[src/rtl/tpu_job_scheduler.sv]
// Job queue and sequencer for the tpu matmul core: buffers descriptors,
// launches one job at a time, returns tagged completions, and watches for a
// hung core.
module tpu_job_scheduler #(
    parameter int unsigned AW    = 16,
    parameter int unsigned DEPTH = 4,
    parameter int unsigned TAG_W = 4,
    parameter int unsigned TO_W  = 16
) (
    input  logic                     clk_i,
    input  logic                     rst_ni,
    input  logic                     req_valid_i,
    output logic                     req_ready_o,
    input  logic [TAG_W-1:0]         req_tag_i,
    input  logic [AW-1:0]            req_m_i,
    input  logic [AW-1:0]            req_k_i,
    input  logic [AW-1:0]            req_n_i,
    input  logic [AW-1:0]            req_base_a_i,
    input  logic [AW-1:0]            req_base_b_i,
    input  logic [AW-1:0]            req_base_p_i,
    output logic                     tpu_start_o,
    input  logic                     tpu_valid_i,
    output logic [AW-1:0]            tpu_m_o,
    output logic [AW-1:0]            tpu_k_o,
    output logic [AW-1:0]            tpu_n_o,
    output logic [AW-1:0]            tpu_base_a_o,
    output logic [AW-1:0]            tpu_base_b_o,
    output logic [AW-1:0]            tpu_base_p_o,
    output logic                     done_valid_o,
    input  logic                     done_ready_i,
    output logic [TAG_W-1:0]         done_tag_o,
    output logic                     done_err_o,
    input  logic [TO_W-1:0]          timeout_i,
    output logic                     busy_o,
    output logic                     hang_o,
    output logic [$clog2(DEPTH):0]   pending_o,
    output logic [15:0]              jobs_done_o
);

    localparam int unsigned PTR_W  = $clog2(DEPTH);
    localparam int unsigned CNT_W  = PTR_W + 1;
    localparam int unsigned DONE_W = 16;

    typedef struct packed {
        logic [TAG_W-1:0] tag;
        logic [AW-1:0]    m;
        logic [AW-1:0]    k;
        logic [AW-1:0]    n;
        logic [AW-1:0]    base_a;
        logic [AW-1:0]    base_b;
        logic [AW-1:0]    base_p;
    } desc_t;

    typedef enum logic [2:0] {
        IDLE   = 3'd0,
        LAUNCH = 3'd1,
        RUN    = 3'd2,
        REPORT = 3'd3,
        HALT   = 3'd4
    } state_t;

    state_t              state_q, state_d;
    desc_t               fifo_mem [DEPTH];
    desc_t               req_desc, head, job_q;
    logic [PTR_W-1:0]    wr_ptr, rd_ptr;
    logic [CNT_W-1:0]    count;
    logic                full, empty, push, pop;
    logic                head_zero;
    logic                err_q, err_load, err_val;
    logic                hang_q, set_hang;
    logic                wd_clr, wd_inc, wd_expired;
    logic [TO_W-1:0]     wd_cnt;
    logic                done_hs;
    logic [DONE_W-1:0]   jobs_done_q;

    assign req_desc = '{tag: req_tag_i, m: req_m_i, k: req_k_i, n: req_n_i,
                        base_a: req_base_a_i, base_b: req_base_b_i,
                        base_p: req_base_p_i};

    assign full        = (count == CNT_W'(DEPTH));
    assign empty       = (count == '0);
    assign push        = req_valid_i & ~full;
    assign req_ready_o = ~full;
    assign head        = fifo_mem[rd_ptr];
    assign head_zero   = (head.m == '0) || (head.k == '0) || (head.n == '0);
    assign wd_expired  = (timeout_i != '0) && (wd_cnt == timeout_i - TO_W'(1));

    // Descriptor storage; contents need no reset since occupancy gates reads
    always_ff @(posedge clk_i) begin
        if (push) begin
            fifo_mem[wr_ptr] <= req_desc;
        end
    end

    // FIFO pointers and occupancy
    always_ff @(posedge clk_i or negedge rst_ni) begin
        if (!rst_ni) begin
            wr_ptr <= '0;
            rd_ptr <= '0;
            count  <= '0;
        end else begin
            if (push) begin
                wr_ptr <= wr_ptr + PTR_W'(1);
            end
            if (pop) begin
                rd_ptr <= rd_ptr + PTR_W'(1);
            end
            case ({push, pop})
                2'b10:   count <= count + CNT_W'(1);
                2'b01:   count <= count - CNT_W'(1);
                default: count <= count;
            endcase
        end
    end

    // FSM state register
    always_ff @(posedge clk_i or negedge rst_ni) begin
        if (!rst_ni) begin
            state_q <= IDLE;
        end else begin
            state_q <= state_d;
        end
    end

    // FSM next-state and datapath controls
    always_comb begin
        state_d  = state_q;
        pop      = 1'b0;
        err_load = 1'b0;
        err_val  = 1'b0;
        set_hang = 1'b0;
        wd_clr   = 1'b0;
        wd_inc   = 1'b0;
        done_hs  = 1'b0;
        case (state_q)
            IDLE: begin
                if (!empty) begin
                    pop = 1'b1;
                    if (head_zero) begin
                        err_load = 1'b1;
                        err_val  = 1'b1;
                        state_d  = REPORT;
                    end else begin
                        state_d  = LAUNCH;
                    end
                end
            end
            LAUNCH: begin
                wd_clr  = 1'b1;
                state_d = RUN;
            end
            RUN: begin
                wd_inc = 1'b1;
                // A completion in the expiry cycle still counts as success
                if (tpu_valid_i) begin
                    err_load = 1'b1;
                    err_val  = 1'b0;
                    state_d  = REPORT;
                end else if (wd_expired) begin
                    err_load = 1'b1;
                    err_val  = 1'b1;
                    set_hang = 1'b1;
                    state_d  = REPORT;
                end
            end
            REPORT: begin
                if (done_ready_i) begin
                    done_hs = 1'b1;
                    state_d = hang_q ? HALT : IDLE;
                end
            end
            HALT: begin
                state_d = HALT;
            end
            default: begin
                state_d = IDLE;
            end
        endcase
    end

    // Current job registers; change only on a pop
    always_ff @(posedge clk_i or negedge rst_ni) begin
        if (!rst_ni) begin
            job_q <= '0;
        end else if (pop) begin
            job_q <= head;
        end
    end

    // Completion status, sticky hang flag and completion counter
    always_ff @(posedge clk_i or negedge rst_ni) begin
        if (!rst_ni) begin
            err_q       <= 1'b0;
            hang_q      <= 1'b0;
            jobs_done_q <= '0;
        end else begin
            if (err_load) begin
                err_q <= err_val;
            end
            if (set_hang) begin
                hang_q <= 1'b1;
            end
            if (done_hs) begin
                jobs_done_q <= jobs_done_q + DONE_W'(1);
            end
        end
    end

    // Watchdog counter: cleared at launch, counts RUN cycles
    always_ff @(posedge clk_i or negedge rst_ni) begin
        if (!rst_ni) begin
            wd_cnt <= '0;
        end else if (wd_clr) begin
            wd_cnt <= '0;
        end else if (wd_inc) begin
            wd_cnt <= wd_cnt + TO_W'(1);
        end
    end

    assign tpu_start_o  = (state_q == LAUNCH);
    assign done_valid_o = (state_q == REPORT);
    assign busy_o       = (state_q != IDLE);
    assign hang_o       = hang_q;
    assign done_err_o   = err_q;
    assign done_tag_o   = job_q.tag;
    assign tpu_m_o      = job_q.m;
    assign tpu_k_o      = job_q.k;
    assign tpu_n_o      = job_q.n;
    assign tpu_base_a_o = job_q.base_a;
    assign tpu_base_b_o = job_q.base_b;
    assign tpu_base_p_o = job_q.base_p;
    assign pending_o    = count;
    assign jobs_done_o  = jobs_done_q;

endmodule

[config.mk]
export PLATFORM = sky130hd
export DESIGN_NAME = tpu_job_scheduler
export DESIGN_NICKNAME = d
export VERILOG_FILES = /design/src/rtl/tpu_job_scheduler.sv
export SDC_FILE = /design/constraint.sdc
export NUM_CORES = 1
export LEC_CHECK = 0
export ABC_AREA = 1
export CAP_MARGIN = 20
export CORE_ASPECT_RATIO = 0.7
export CORE_UTILIZATION = 60
export CTS_BUF_LIST = sky130_fd_sc_hd__clkbuf_4
export DETAILED_ROUTE_END_ITERATION = 10
export HOLD_SLACK_MARGIN = 0.02
export PLACE_DENSITY_LB_ADDON = 0.2
export SYNTH_ARGS = -nofsm -noshare
export SYNTH_HDL_FRONTEND = slang
export SYNTH_SLANG_ARGS = --single-unit
[constraint.sdc]
create_clock -name clk_i -period 14.5 [get_ports clk_i]
set_input_delay 2.9 -clock clk_i [delete_from_list [all_inputs] [get_ports clk_i]]
set_output_delay 2.9 -clock clk_i [all_outputs]
set_load 0.05 [all_outputs]
Word-level counts from Yosys, hierarchy flattened
Memories as Yosys holds them, arrays and structs flattened.
Cells that the tools add are included.
{ "word_totals": {"register_bits": 144, "mem_bits_rw": 400, "input_bits": 121, "output_inout_bits": 125, "elab_cells": 75, "n_memories": 1} }
{ "classes": {"n_addsub": 7, "eq_ne": 11, "mux": 26, "n_bitwise": 2, "reduce_logical": 13} }
{ "mem_list": {"columns": ["memory", "words", "width", "rd", "rd_ports_with_merged_regs", "write_ports", "line_no", "source"], "rows": [
  ["fifo_mem", 4, 100, 1, 0, 1, "63", "desc_t fifo_mem [DEPTH];"]
]} }
{ "op_table": {"columns": ["operator", "count"], "rows": [
  ["16-bit zero test", 3],
  ["16-bit by 1-bit adder with 16-bit output (second input constant)", 2],
  ["16-bit 2-to-1 mux", 2],
  ["16-bit equality test", 1],
  ["16-bit nonzero test", 1],
  ["16-bit by 1-bit subtractor with 16-bit output (second input constant)", 1],
  ["3-bit 2-to-1 mux", 5],
  ["3-bit one-hot mux with 5 select lines", 1],
  ["1-bit 2-to-1 mux", 14],
  ["3-bit by 2-bit equality test with 1-bit output (second input constant)", 2],
  ["3-bit equality test (second input constant)", 2],
  ["3-bit zero test", 2],
  ["3-bit one-hot mux with 2 select lines", 1],
  ["2-bit by 1-bit adder with 2-bit output (second input constant)", 2],
  ["1-bit one-hot mux with 2 select lines", 2],
  ["2-bit nonzero test", 2],
  ["3-bit by 1-bit adder with 3-bit output (second input constant)", 1],
  ["3-bit by 1-bit equality test with 1-bit output (second input constant)", 1],
  ["3-bit != test (second input constant)", 1],
  ["3-bit AND reduction", 1],
  ["3-bit nonzero test", 1],
  ["3-bit by 1-bit subtractor with 3-bit output (second input constant)", 1],
  ["2-bit by 1-bit equality test with 1-bit output (second input constant)", 1],
  ["2-bit equality test (second input constant)", 1],
  ["7 further kinds", 8]
]} }

Logic depth before layout (Yosys ltp)
Gate-level depths: netlist of run 1.
An unclocked memory read counts as a cell.
{ "logic_depth": {"ltp_word": 7, "depth_mapped": 17, "depth_no_buf": 17} }

Worst setup path before layout of run 1
OpenSTA, ideal clock, no wires.
{ "synth_timing": {"kind": "in2reg", "from": "input req_valid_i", "to": "memory fifo_mem[0][0] (netlist bit) (enable)", "setup_time_ps": 560, "arrival_ps": 7286, "required_ps": 13940, "setup_slack_ps": 6654, "cell_stages": 2, "n_path_buf": 0, "cell_sequence": "nand2_1 > nor2_1"} }
{ "synth_via": {"elab_chain_len": 3} }
{ "synth_lines": {"columns": ["element", "line_no", "source"], "rows": [
  ["from (decl)", "12", "input logic req_valid_i,"],
  ["1-bit bitwise AND", "82", "assign push = req_valid_i & ~full;"],
  ["1-bit 2-to-1 mux", "90", "if (push) begin"],
  ["1-bit 2-to-1 mux (not written as such)", "91", "fifo_mem[wr_ptr] <= req_desc;"],
  ["to (decl)", "63", null]
]} }
No other way between the ends.

Final worst setup path of run 1
{ "layout_timing": {"from": "register state_q[1]", "to": "output tpu_start_o"} }
{ "layout_via": {"elab_chain_len": 1} }
{ "layout_lines": {"columns": ["element", "line_no", "source"], "rows": [
  ["from (decl)", "62", "state_t state_q, state_d;"],
  ["from (signal assigned)", "121", "state_q <= state_d;"],
  ["3-bit by 1-bit equality test with 1-bit output", "220", "assign tpu_start_o = (state_q == LAUNCH);"],
  ["to (decl)", "21", "output logic tpu_start_o,"]
]} }
No other way between the ends.

==> results.txt, run 1 <==
The flow ran to the end, and the final reports show no timing, DRC or antenna violations. The number of cells on the worst hold path came out at 2. The core region is 0.0351 sq mm.

The signal arrival time at the worst endpoint was 2.59 ns. The post-synthesis net count came out at 1,997. The quantity of I/O buffers inserted on ports works out to 245.

Kind of cell with the highest combined delay on the critical path: buffers and inverters. The slowest stage of the critical path is the sky130_fd_sc_hd__clkdlybuf4s50_1 cell. The growth of design area from synthesis to finish works out to 21.7%. The kind of start point of the critical path was a flop.

The DRC violation count after routing is 0, and the mean instance size in the synthesized netlist is 11.6 sq um. The floorplan has 57 rows. The run gives 7 as the initial antenna violation count.

The smallest setup slack after layout is 9.01 ns, and the setup clock skew after layout is 0.0440 ns. The clock transition at the registers of the reported paths works out to 0.07 ns. After global routing, the most crowded layer is met2. The final layout contains 2,304 nets. The number of hold-slack violations in the final timing report was 0; the proportion of layout cells with a drive suffix above 1 was 12.3%.

In this run, CTS created clock tree buffers numbering 132. The effective utilization at floorplan is 61.7%, and the synthesized netlist cell count is 1,867. For the H-tree depth, the log shows 4. Hold path startpoint: tpu_n_o[1]. The top cell types in the final layout, fill and taps aside, are sky130_fd_sc_hd__edfxtp_1, sky130_fd_sc_hd__nand2_1, sky130_fd_sc_hd__nor2_1, sky130_fd_sc_hd__clkdlybuf4s50_1, sky130_fd_sc_hd__clkbuf_4. For the pin with the worst max-slew slack, the measured transition is 1.12 ns. The cts-stage hold buffer count was 0; the fraction of the cycle the final worst path needs was 37.9%. For hold timing, the worst endpoint is tpu_n_o[1]. Of all nets on the critical path, the largest fanout is 8. The worst hold path belongs to the class reg2reg. The number of flip-flops and latches in the synthesized netlist works out to 544. The critical path is of the reg2out type. Counting cells, the worst reg-to-reg path comes to 13.

Count of pins on the block boundary: 246. The first global-routing pass estimated 77.5 mm of wire. The worst reg-to-reg setup slack came out at 10.89 ns. The signal on the critical path passes through nor3_2 -> clkdlybuf4s50_1. Final hold analysis gives a worst-case slack of 0.486 ns. The met3 track demand over resource in global routing is 6.98%, and the met1 usage is 36.7%.

The HPWL after detailed placement was 28.7 mm; the number of buffer and inverter instances along the worst setup path was 1. The worst-case IR drop observed on VDD is 0.151 mV. For this block, the initial DRC count from the detailed router was 1,367.

The first TritonRoute pass finished after 5 iterations. The total global-route track usage was 27.1%; the leakage power was 10.2 nW. The synthesized netlist contains 37 unique library cells.

The logs give 0 for the number of max-slew violations in the final report and 0 for the post-cts resize count. Setup repair after global routing left no endpoint under its margin. The cell area that synthesis handed to floorplanning was 0.0216 sq mm.

The remaining number of nets flagged by the antenna check after routing is 0, and the horizontal extent of the die is 229 microns. Setup violations remaining at the end of the flow were counted as 0. The die is 161 microns tall. In this run the tightest slew margin relative to its limit is 25.7%. Startpoint of the most critical register-to-register path: rd_ptr[0]. Static timing analysis puts the maximum clock frequency at 182 MHz. After detailed routing, the total wire length is 48.8 mm. Across the run, the number of max-cap violations was 0. The tools report the required time of the worst setup path as 11.60 ns. Summing the sequential cell areas from Yosys gives 72.2% of the chip area.

After clock tree synthesis, the setup repair step added 0 buffers. Setup total negative slack on the finished layout was measured at 0 ns. STA classifies the critical path endpoint as an output pin. On the worst path, the slowest cell contributes a delay of 0.90 ns. The power per cell area came out at 225 mW/mm^2. The maximum number of pins on one net before global-route repair came out at 105. For the number of global-route vias before repair, the log shows 14,700. Prior to clock tree synthesis, the placed netlist has a worst setup slack of 8.47 ns. The logs give 0.81 ns for the clock insertion delay at the later pin of the skew report and 3 for the number of buffers on the longest clock path. The run gives 544 as the clock sink count.

In the final routed layout, each cell accounts on average for 17.7 microns. The time the final worst path needs with I/O delays and setup was 5.49 ns; the warning count from the yosys run was 0. In the routed layout, each cell is associated on average with a via count of 5.41.

TritonCTS built the clock tree. The final route contains 14,900 vias. The library cell used most frequently in the layout, excluding fill and tap cells, is sky130_fd_sc_hd__edfxtp_1.

Global routing finished with a remaining overflow of 0. Routability-driven placement finished with a final weighted congestion of 0.867. In the global route stage, met2 resource usage came out at 42.8%. The total die area was 0.0368 sq mm. The tools report the end of the worst register-to-register path as done_err_o. The root buffer cell was sky130_fd_sc_hd__clkbuf_4.
-- cell usage after synthesis (all sizes together) --
cell type,number,area [sq um]
edfxtp,400,12000
nand2,382,1430
nor2,331,1310
o21ai,170,851
dfrtp,144,3600
nand3,131,691
inv,70,265
a31oi,53,332
buf,52,238
clkbuf,36,135
nand4,20,125
xor2,20,175
xnor2,12,105
nor3,10,75.1
ha,8,100
a21oi,7,35.0
nand3b,5,37.5
o22ai,5,31.3
clkinv,2,7.51
o31ai,2,15.0
a22o,1,8.76
a22oi,1,7.51
a31o,1,8.76
and2,1,6.26
fa,1,20.0
o21a,1,7.51
o21bai,1,7.51
-- tightest hold or removal path: cells and delay by family, from the launching register on --
kind	cells	cell delay, ns
flops	1	0.34
compound gates	1	0.06
simple gates	1	0.05
-- report_power, final --
part           internal, W  total [W]  leakage (nW)  switching, W
Clock             0.000747    0.00134          1.10      0.000595
Combinational     0.000668    0.00229          3.73       0.00162
Sequential         0.00210    0.00231          5.39      0.000207
-- cell families after synthesis --
group | Yosys count | share of synthesized area [%]
AOI/OAI and AO/OA | 242 | 6.03
xor gates and xnor gates | 32 | 1.30
adders and majority gates | 9 | 0.555
buffers and inverters | 160 | 2.98
DFF | 544 | 72.2
and+or+nand+nor | 880 | 17.0
-- registers in the layout, summed over array words and instances, names as in the netlist --
register	flops
wr_ptr	2
state_q	3
rd_ptr	2
tpu_base_p_o	16
tpu_n_o	16
tpu_k_o	16
fifo_mem	400
tpu_m_o	16
done_err_o	1
tpu_base_a_o	16
jobs_done_o	16
hang_o	1
done_tag_o	4
wd_cnt	16
tpu_base_b_o	16
pending_o	3
-- stage by stage --
stage | cells | total power [W] | area (sq um) | util [%]
after floorplan | 1867 | 0.00388 | 21600 | -
after global placement | 2511 | 0.00456 | 24500 | 69.7
after detailed placement | 2511 | 0.00462 | 24500 | 69.7
after CTS | 2753 | 0.00597 | 26300 | 75.0
after global routing | 2757 | 0.00627 | 26300 | 75.0
final | 2760 | 0.00593 | 26300 | 75.1
-- how the worst max path moves through the flow --
stage	start	endpoint	depth (start not counted)
final	state_q[1]	tpu_start_o	2
after global routing	state_q[1]	tpu_start_o	2
after CTS	state_q[1]	tpu_start_o	2
after detailed placement	req_valid_i	fifo_mem[3][16]	4
after global placement	req_valid_i	fifo_mem[3][30]	4
after floorplan	req_valid_i	fifo_mem[0][0]	2
-- routing by layer --
layer	vias up	wire length, microns
met5	-	23
met2	521	23700
met1	7176	20500
li1	7156	-
met4	4	862
met3	76	3800
-- final cells by class --
| cell class | instances | area [sq um] |
|---|---|---|
| inverter | 72 | 280 |
| timing repair buffer | 261 | 2590 |
| clock buffer | 217 | 1630 |
| antenna | 6 | 15.0 |
| multi-input combinational | 1163 | 5410 |
| tap | 472 | 591 |
| sequential | 544 | 15600 |
| clock inverter | 25 | 203 |
| fill | 2350 | 8750 |
Note: power is estimated with default switching activity, not from simulation.
==> inputs of run 2 (changes only) <==
--- a/config.mk
+++ b/config.mk
@@ -8,7 +8,7 @@
 export ABC_AREA = 1
 export CAP_MARGIN = 20
 export CORE_ASPECT_RATIO = 0.7
-export CORE_UTILIZATION = 60
+export CORE_UTILIZATION = 58
 export CTS_BUF_LIST = sky130_fd_sc_hd__clkbuf_4
 export DETAILED_ROUTE_END_ITERATION = 10
 export HOLD_SLACK_MARGIN = 0.02
==> constraint.sdc (replaced) <==
create_clock -name clk_i -period 5.7 [get_ports clk_i]
set_input_delay 1.14 -clock clk_i [delete_from_list [all_inputs] [get_ports clk_i]]
set_output_delay 1.14 -clock clk_i [all_outputs]
set_load 0.05 [all_outputs]
==> results.txt, run 2 (synthesis gave the netlist of run 1 again) <==
The run finished with clean final reports. The sum of overflow across all layers after global routing came out at 0 (unchanged). Root buffer cell: sky130_fd_sc_hd__clkbuf_4. Worst hold-check path type: in2async. The post-layout net count was 2,292 (-0.52%); the worst slew margin relative to its limit was 27.9% (+2.2 points). Quantity of I/O buffers inserted on ports: 245 (unchanged). The logs give 2,562 (+9.0%) for the layout filler cell count and 10.1 nW (-0.89%) for the leakage power. The time the final worst path needs with I/O delays and setup is 3.79 ns, and the actual transition at the worst max-transition pin is 1.08 ns (-0.0332 ns). The effective utilization at floorplan came out at 59.5% (-2.2 points). The number of max-slew violations in the final report came out at 0 (unchanged). H-tree depth: 3 (-1). Leaving out fill and tap cells, the most frequent cells in the layout are sky130_fd_sc_hd__edfxtp_1, sky130_fd_sc_hd__nand2_1, sky130_fd_sc_hd__nor2_1, sky130_fd_sc_hd__clkdlybuf4s50_1, sky130_fd_sc_hd__clkbuf_4. The run gives 0.0547 ns (+0.0107 ns) as the setup clock skew after layout. For the count of max-cap constraint violations, the log shows 0 (unchanged). Routed length per placed instance: 17.7 microns (+0.11%).

The tools report the clock sink count as 544 (unchanged). The kind of start point of the critical path was a flop. The area of the placeable core is 0.0364 sq mm (+3.6%), and the number of global-route vias before repair is 14,500 (-1.3%).

The initial DRC count was 1,189 (-13%); the post-cts resize count was 0 (unchanged). The total number of vias is 14,900 (-0.45%), and the power per cell area is 564 mW/mm^2 (+150%). The count of pins on the block boundary is 246 (unchanged), and the maximum clock rate is 264 MHz.

Number of buffers created by CTS: 119 (-9.8%). The horizontal extent of the die is 233 microns (+1.7%), and the total die area is 0.0381 sq mm (+3.4%). The clock insertion delay at the later pin of the skew report came out at 0.85 ns (+0.04 ns). The classification of the worst setup path was reg2out. The top fanout value on the critical path came out at 8 (unchanged). The cell depth of the worst flop-to-flop path is 12 (-1), and the number of hold-slack violations in the final timing report is 0 (unchanged). The leading cell type in the layout, fill and taps excluded was sky130_fd_sc_hd__edfxtp_1. The remaining number of nets flagged by the antenna check after routing came out at 0 (unchanged). The logs give 0.859 (-0.98%) for the last weighted congestion value of the routability-driven placer and 0.0147 W (+150%) for the overall power after layout. The number of buffers on the longest clock path was 3 (unchanged); the HPWL after detailed placement was 29.3 mm (+2.2%). Total wire length after detailed routing: 48.8 mm (-0.14%). The number of flip-flops in the largest register works out to 400 (unchanged).

The tools report the total iterations of the first detailed-routing run as 7 (+2). Signal arrival time at the worst endpoint: 2.65 ns (+0.06 ns). The clock transition at the registers of the reported paths was 0.06 ns (about the same); the total global-route track usage was 26.3% (-0.78 points). The proportion of layout cells with a drive suffix above 1 came out at 11.9% (-0.36 points).

The maximum number of pins on one net before global-route repair is 137 (+30%). The run gives 4 (-3) as the initial antenna violation count. The setup fix buffers added after clock tree synthesis is 0 (unchanged). Setup repair after global routing left no endpoint under its margin.

The vertical extent of the die is 164 microns (+1.7%), and the required time of the worst setup path is 4.56 ns (-7.04 ns). The cts-stage hold buffer count is 0 (unchanged). TritonCTS built the clock tree.

Register with the most flip-flops: fifo_mem. The number of vias per cell after detailed routing is 5.40 (-0.20%). Dividing the final minimum period by the clock period gives 66.4%. The total of endpoints with negative setup slack in the final report is 0 (unchanged).

STA classifies the critical path endpoint as an output pin. The maximum vdd drop is 0.483 mV (+220%). Compared with the post-synthesis result, the final layout area differs by 21.0%.

The global-route wire length before repair is 76.6 mm (-1.2%). The DRC violation count after routing was 0 (unchanged); the total negative setup slack was 0 ns (unchanged). The run gives 58 (+1.8%) as the number of core rows.
## run 2: per-stage QoR
step | hold WS (ns) | instance area, sq um | setup slack [ns] | util (%) | instances
floorplan | 0.499 | 21600 | -0.652 | - | 1867
global placement | 0.456 | 24500 | 2.13 | 67.4 | 2521
detailed placement | 0.459 | 24500 | 2.09 | 67.4 | 2521
CTS | 0.282 | 26200 | 1.84 | 71.9 | 2747
global route | 0.287 | 26200 | 1.76 | 72.0 | 2752
finish | 0.294 | 26200 | 1.91 | 72.0 | 2753
## run 2: path summary, 6_finish.rpt
| path | start | to | slack, ns |
|---|---|---|---|
| worst max register to register | rd_ptr[0] | done_err_o | 2.68 |
| min in group clk_i | jobs_done_o[15] | jobs_done_o[15] | 0.46 |
| max in group asynchronous | rst_ni | wd_cnt[6] | 4.16 |
| worst max-delay path | state_q[1] | tpu_start_o | 1.91 |
| worst min-delay path | rst_ni | wd_cnt[12] | 0.29 |
| worst min register to register | jobs_done_o[15] | jobs_done_o[15] | 0.46 |
## run 2: layer usage
metal	share of wire, %	GRT usage [%]	up-vias	wire, microns
met4	1.6	7.81	2	798
met2	49	42.4	569	23700
li1	-	-	7119	-
met5	0.027	0	-	13
met3	7.5	5.73	73	3660
met1	42	36.2	7103	20500
## run 2: worst max-delay path, stage by stage, from the launching register on
cell and delay [ns]:
sky130_fd_sc_hd__dfrtp_1 0.45, sky130_fd_sc_hd__nor3_2 0.49, sky130_fd_sc_hd__clkdlybuf4s50_1 0.90
## run 2: report_power, final
| group | internal [W] | total (W) | leakage, nW | switching [W] |
|---|---|---|---|---|
| Clock | 0.00163 | 0.00309 | 1.00 | 0.00146 |
| Combinational | 0.00170 | 0.00578 | 3.73 | 0.00408 |
| Sequential | 0.00533 | 0.00587 | 5.39 | 0.000544 |
## run 2: area by class of cell
class                      instances  area, sq um  share of cell area (%)
tap                              480          601                    2.29
inverter                          72          280                    1.07
antenna                            6         15.0                  0.0574
clock buffer                     208         1560                    5.97
multi-input combinational       1163         5410                    20.7
sequential                       544        15600                    59.7
clock inverter                    18         78.8                   0.301
timing repair buffer             262         2610                    9.96
==> inputs of run 3 (changes only) <==
--- a/config.mk
+++ b/config.mk
@@ -8,7 +8,7 @@
 export ABC_AREA = 1
 export CAP_MARGIN = 20
 export CORE_ASPECT_RATIO = 0.7
-export CORE_UTILIZATION = 58
+export CORE_UTILIZATION = 53
 export CTS_BUF_LIST = sky130_fd_sc_hd__clkbuf_4
 export DETAILED_ROUTE_END_ITERATION = 10
 export HOLD_SLACK_MARGIN = 0.02
==> constraint.sdc (replaced) <==
create_clock -name clk_i -period 3.1 [get_ports clk_i]
set_input_delay 0.62 -clock clk_i [delete_from_list [all_inputs] [get_ports clk_i]]
set_output_delay 0.62 -clock clk_i [all_outputs]
set_load 0.05 [all_outputs]
==> results.txt, run 3 (synthesis gave the netlist of run 1 again) <==
The cell depth of the worst flop-to-flop path is 6 (-6), and the setup clock skew after layout is 0.0574 ns (+0.00266 ns). The quantity of I/O buffers inserted on ports is 245 (unchanged), and the horizontal extent of the die is 244 microns (+4.6%). Count of max-cap constraint violations: 0 (unchanged). The total global-route track usage is 24.3% (-2.0 points), and the worst reg-to-reg setup slack is 0.64 ns (-2.04 ns).

Setup repair after global routing left no endpoint under its margin. The maximum vdd drop was 0.657 mV (+36%); the clock insertion delay at the later pin of the skew report was 0.82 ns (-0.03 ns). The run gives 0 (unchanged) as the setup fix buffers added after clock tree synthesis. The vertical extent of the die came out at 171 microns (+4.6%).

For the area of the placeable core, the log shows 0.0400 sq mm (+10%). Total non-filler cell area in the finished layout: 0.0267 sq mm (+1.9%). The run gives 0 (unchanged) as the remaining number of nets flagged by the antenna check after routing.

The H-tree depth is 4 (+1), and the last weighted congestion value of the routability-driven placer is 0.883 (+2.8%). Number of global-route vias before repair: 14,400 (-1.0%). The number of buffers on the longest clock path is 3 (unchanged). The critical path is of the reg2out type. The run gives 145 (+5.8%) as the maximum number of pins on one net before global-route repair.

The library cells used most frequently in the layout, excluding fill and tap cells, are sky130_fd_sc_hd__edfxtp_1, sky130_fd_sc_hd__nand2_1, sky130_fd_sc_hd__nor2_1, sky130_fd_sc_hd__clkdlybuf4s50_1, sky130_fd_sc_hd__clkbuf_4. The kind of start point of the critical path was a flop. Ranked by flip-flop count, first place goes to fifo_mem.

In this run the worst hold path is classified as in2reg. The worst setup path is captured at an output pin. Timing would allow up to 345 MHz. The total die area was 0.0417 sq mm (+9.3%); the clock sink count was 544 (unchanged). The overall power after layout came out at 0.0280 W (+90%). The number of hold-slack violations in the final timing report was 0 (unchanged); the initial antenna violation count was 4 (unchanged). The global-route wire length before repair was 77.7 mm (+1.6%).

The number of vias per cell after detailed routing works out to 5.24 (-3.0%). The startpoint identified for the worst register-to-register timing path is rd_ptr[0]. The leakage power was 10.3 nW (+1.6%); the worst slew margin relative to its limit was 25.8% (-2.1 points). The layout filler cell count came out at 3,068 (+20%).

Signal arrival time at the worst endpoint: 2.28 ns (-0.37 ns). The power per cell area is 1050 mW/mm^2 (+86%), and the worst hold slack is 0.430 ns (+0.136 ns). The tools report the DRC violation count after routing as 0 (unchanged). The total wire length after detailed routing is 49.8 mm (+2.2%), and the number of cells on the worst hold path is 1.

The tools report the total number of vias as 14,800 (-0.34%). The flow ran to the end, and the final reports show no timing, DRC or antenna violations. The required time of the worst setup path was 2.48 ns (-2.08 ns).

The effective utilization at floorplan is 54.1% (-5.4 points), and the total of endpoints with negative setup slack in the final report is 0 (unchanged). The logs give 0 (unchanged) for the sum of overflow across all layers after global routing and 2,829 (+2.8%) for the count of placed standard cells in the final layout, fillers left out. The total negative setup slack was 0 ns (unchanged); the fraction of the cycle the final worst path needs was 93.6%. HPWL after detailed placement: 29.2 mm (-0.50%). The tools report the number of core rows as 61 (+5.2%).

The smallest clock period supported by the final layout is computed as 2.90 ns. The clock transition at the registers of the reported paths works out to 0.07 ns (about the same). The routed length per placed instance is 17.6 microns (-0.57%). Leaving out fill and tap cells, the most frequent cell in the layout is sky130_fd_sc_hd__edfxtp_1. The initial DRC count is 1,124 (-5.5%), and the proportion of layout cells with a drive suffix above 1 is 12.2% (+0.31 points).

The actual transition at the worst max-transition pin is 1.11 ns (+0.0317 ns). The growth of design area from synthesis to finish was 23.3%; the top fanout value on the critical path was 4 (-4). TritonCTS built the clock tree.

The placement-stage cell area is 0.0248 sq mm (+1.3%), and the total iterations of the first detailed-routing run is 5 (-2). The tools report the post-layout net count as 2,315 (+1.0%). The total placed cells including tap cells is 2,586 (+2.6%).

The worst hold path terminates at fifo_mem[1][66]. The number of flip-flops in the largest register is 400 (unchanged). The number of buffers created by CTS is 131 (+10%), and the number of max-slew violations in the final report is 0 (unchanged). The startpoint identified for the worst hold timing path is req_k_i[2]. The tools report the count of pins on the block boundary as 246 (unchanged). The tools report the end of the worst register-to-register path as done_tag_o[1]. The root buffer cell chosen for the clock tree is sky130_fd_sc_hd__clkbuf_4.
==> run 3: cell count changes in the layout (fill, tap and decap cells not counted), moves of 3 or more <==
cell and change:
sky130_fd_sc_hd__clkbuf_4 -12, sky130_fd_sc_hd__bufinv_16 +6, sky130_fd_sc_hd__diode_2 -3, sky130_fd_sc_hd__buf_12 +13, sky130_fd_sc_hd__clkinv_1 +17, sky130_fd_sc_hd__buf_4 -3
==> run 3: per-stage QoR <==
step | setup WS (ns) | utilization [%]
after CTS | 0.119 | 66.7
after detailed placement | 0.238 | 62.1
after floorplan | 0.0379 | -
after global placement | 0.307 | 62.1
final | 0.198 | 66.7
after global routing | 0.0437 | 66.7
==> run 3: area by class of cell <==
| cell class | count | area (sq um) | share of cell area [%] |
|---|---|---|---|
| timing repair buffer | 273 | 2850 | 10.7 |
| clock inverter | 43 | 344 | 1.29 |
| multi-input combinational | 1163 | 5420 | 20.3 |
| sequential | 544 | 15600 | 58.6 |
| tap | 535 | 669 | 2.51 |
| clock buffer | 196 | 1470 | 5.52 |
| inverter | 72 | 280 | 1.05 |
| antenna | 3 | 7.51 | 0.0281 |
==> run 3: metal layers <==
metal / global-route usage [%] / wire, microns
met1: 33.4 / 21900
met2: 38.1 / 23400
met3: 6.51 / 3680
met4: 7.83 / 870
met5: 0 / 12
==> run 3: worst max-delay path by stage <==
stage,to,startpoint,depth (start not counted)
final,done_valid_o,state_q[2],4
after global routing,done_valid_o,state_q[2],4
after CTS,done_valid_o,state_q[2],4
after detailed placement,state_q[1],timeout_i[0],16
after global placement,state_q[1],timeout_i[0],16
after floorplan,fifo_mem[0][0],pending_o[2],3
==> run 3: worst max-delay path: stages (launching register included) <==
cell,delay (ns)
sky130_fd_sc_hd__dfrtp_1,0.42
sky130_fd_sc_hd__inv_2,0.09
sky130_fd_sc_hd__nand3_4,0.10
sky130_fd_sc_hd__inv_1,0.07
sky130_fd_sc_hd__clkdlybuf4s50_1,0.80
==> run 3: timing repair <==
item,4_1_cts,5_1_grt
endpoints found under the setup margin,2,0
hold buffers,1,0
resized for setup,2,0
endpoints found under the hold margin,130,0
==> run 3: report_power, final <==
part / internal [W] / switching (W) / total, W
registers: 0.00980 / 0.000779 / 0.0106
clock network: 0.00341 / 0.00281 / 0.00623
logic: 0.00332 / 0.00785 / 0.0112
total: 0.0165 / 0.0114 / 0.0280
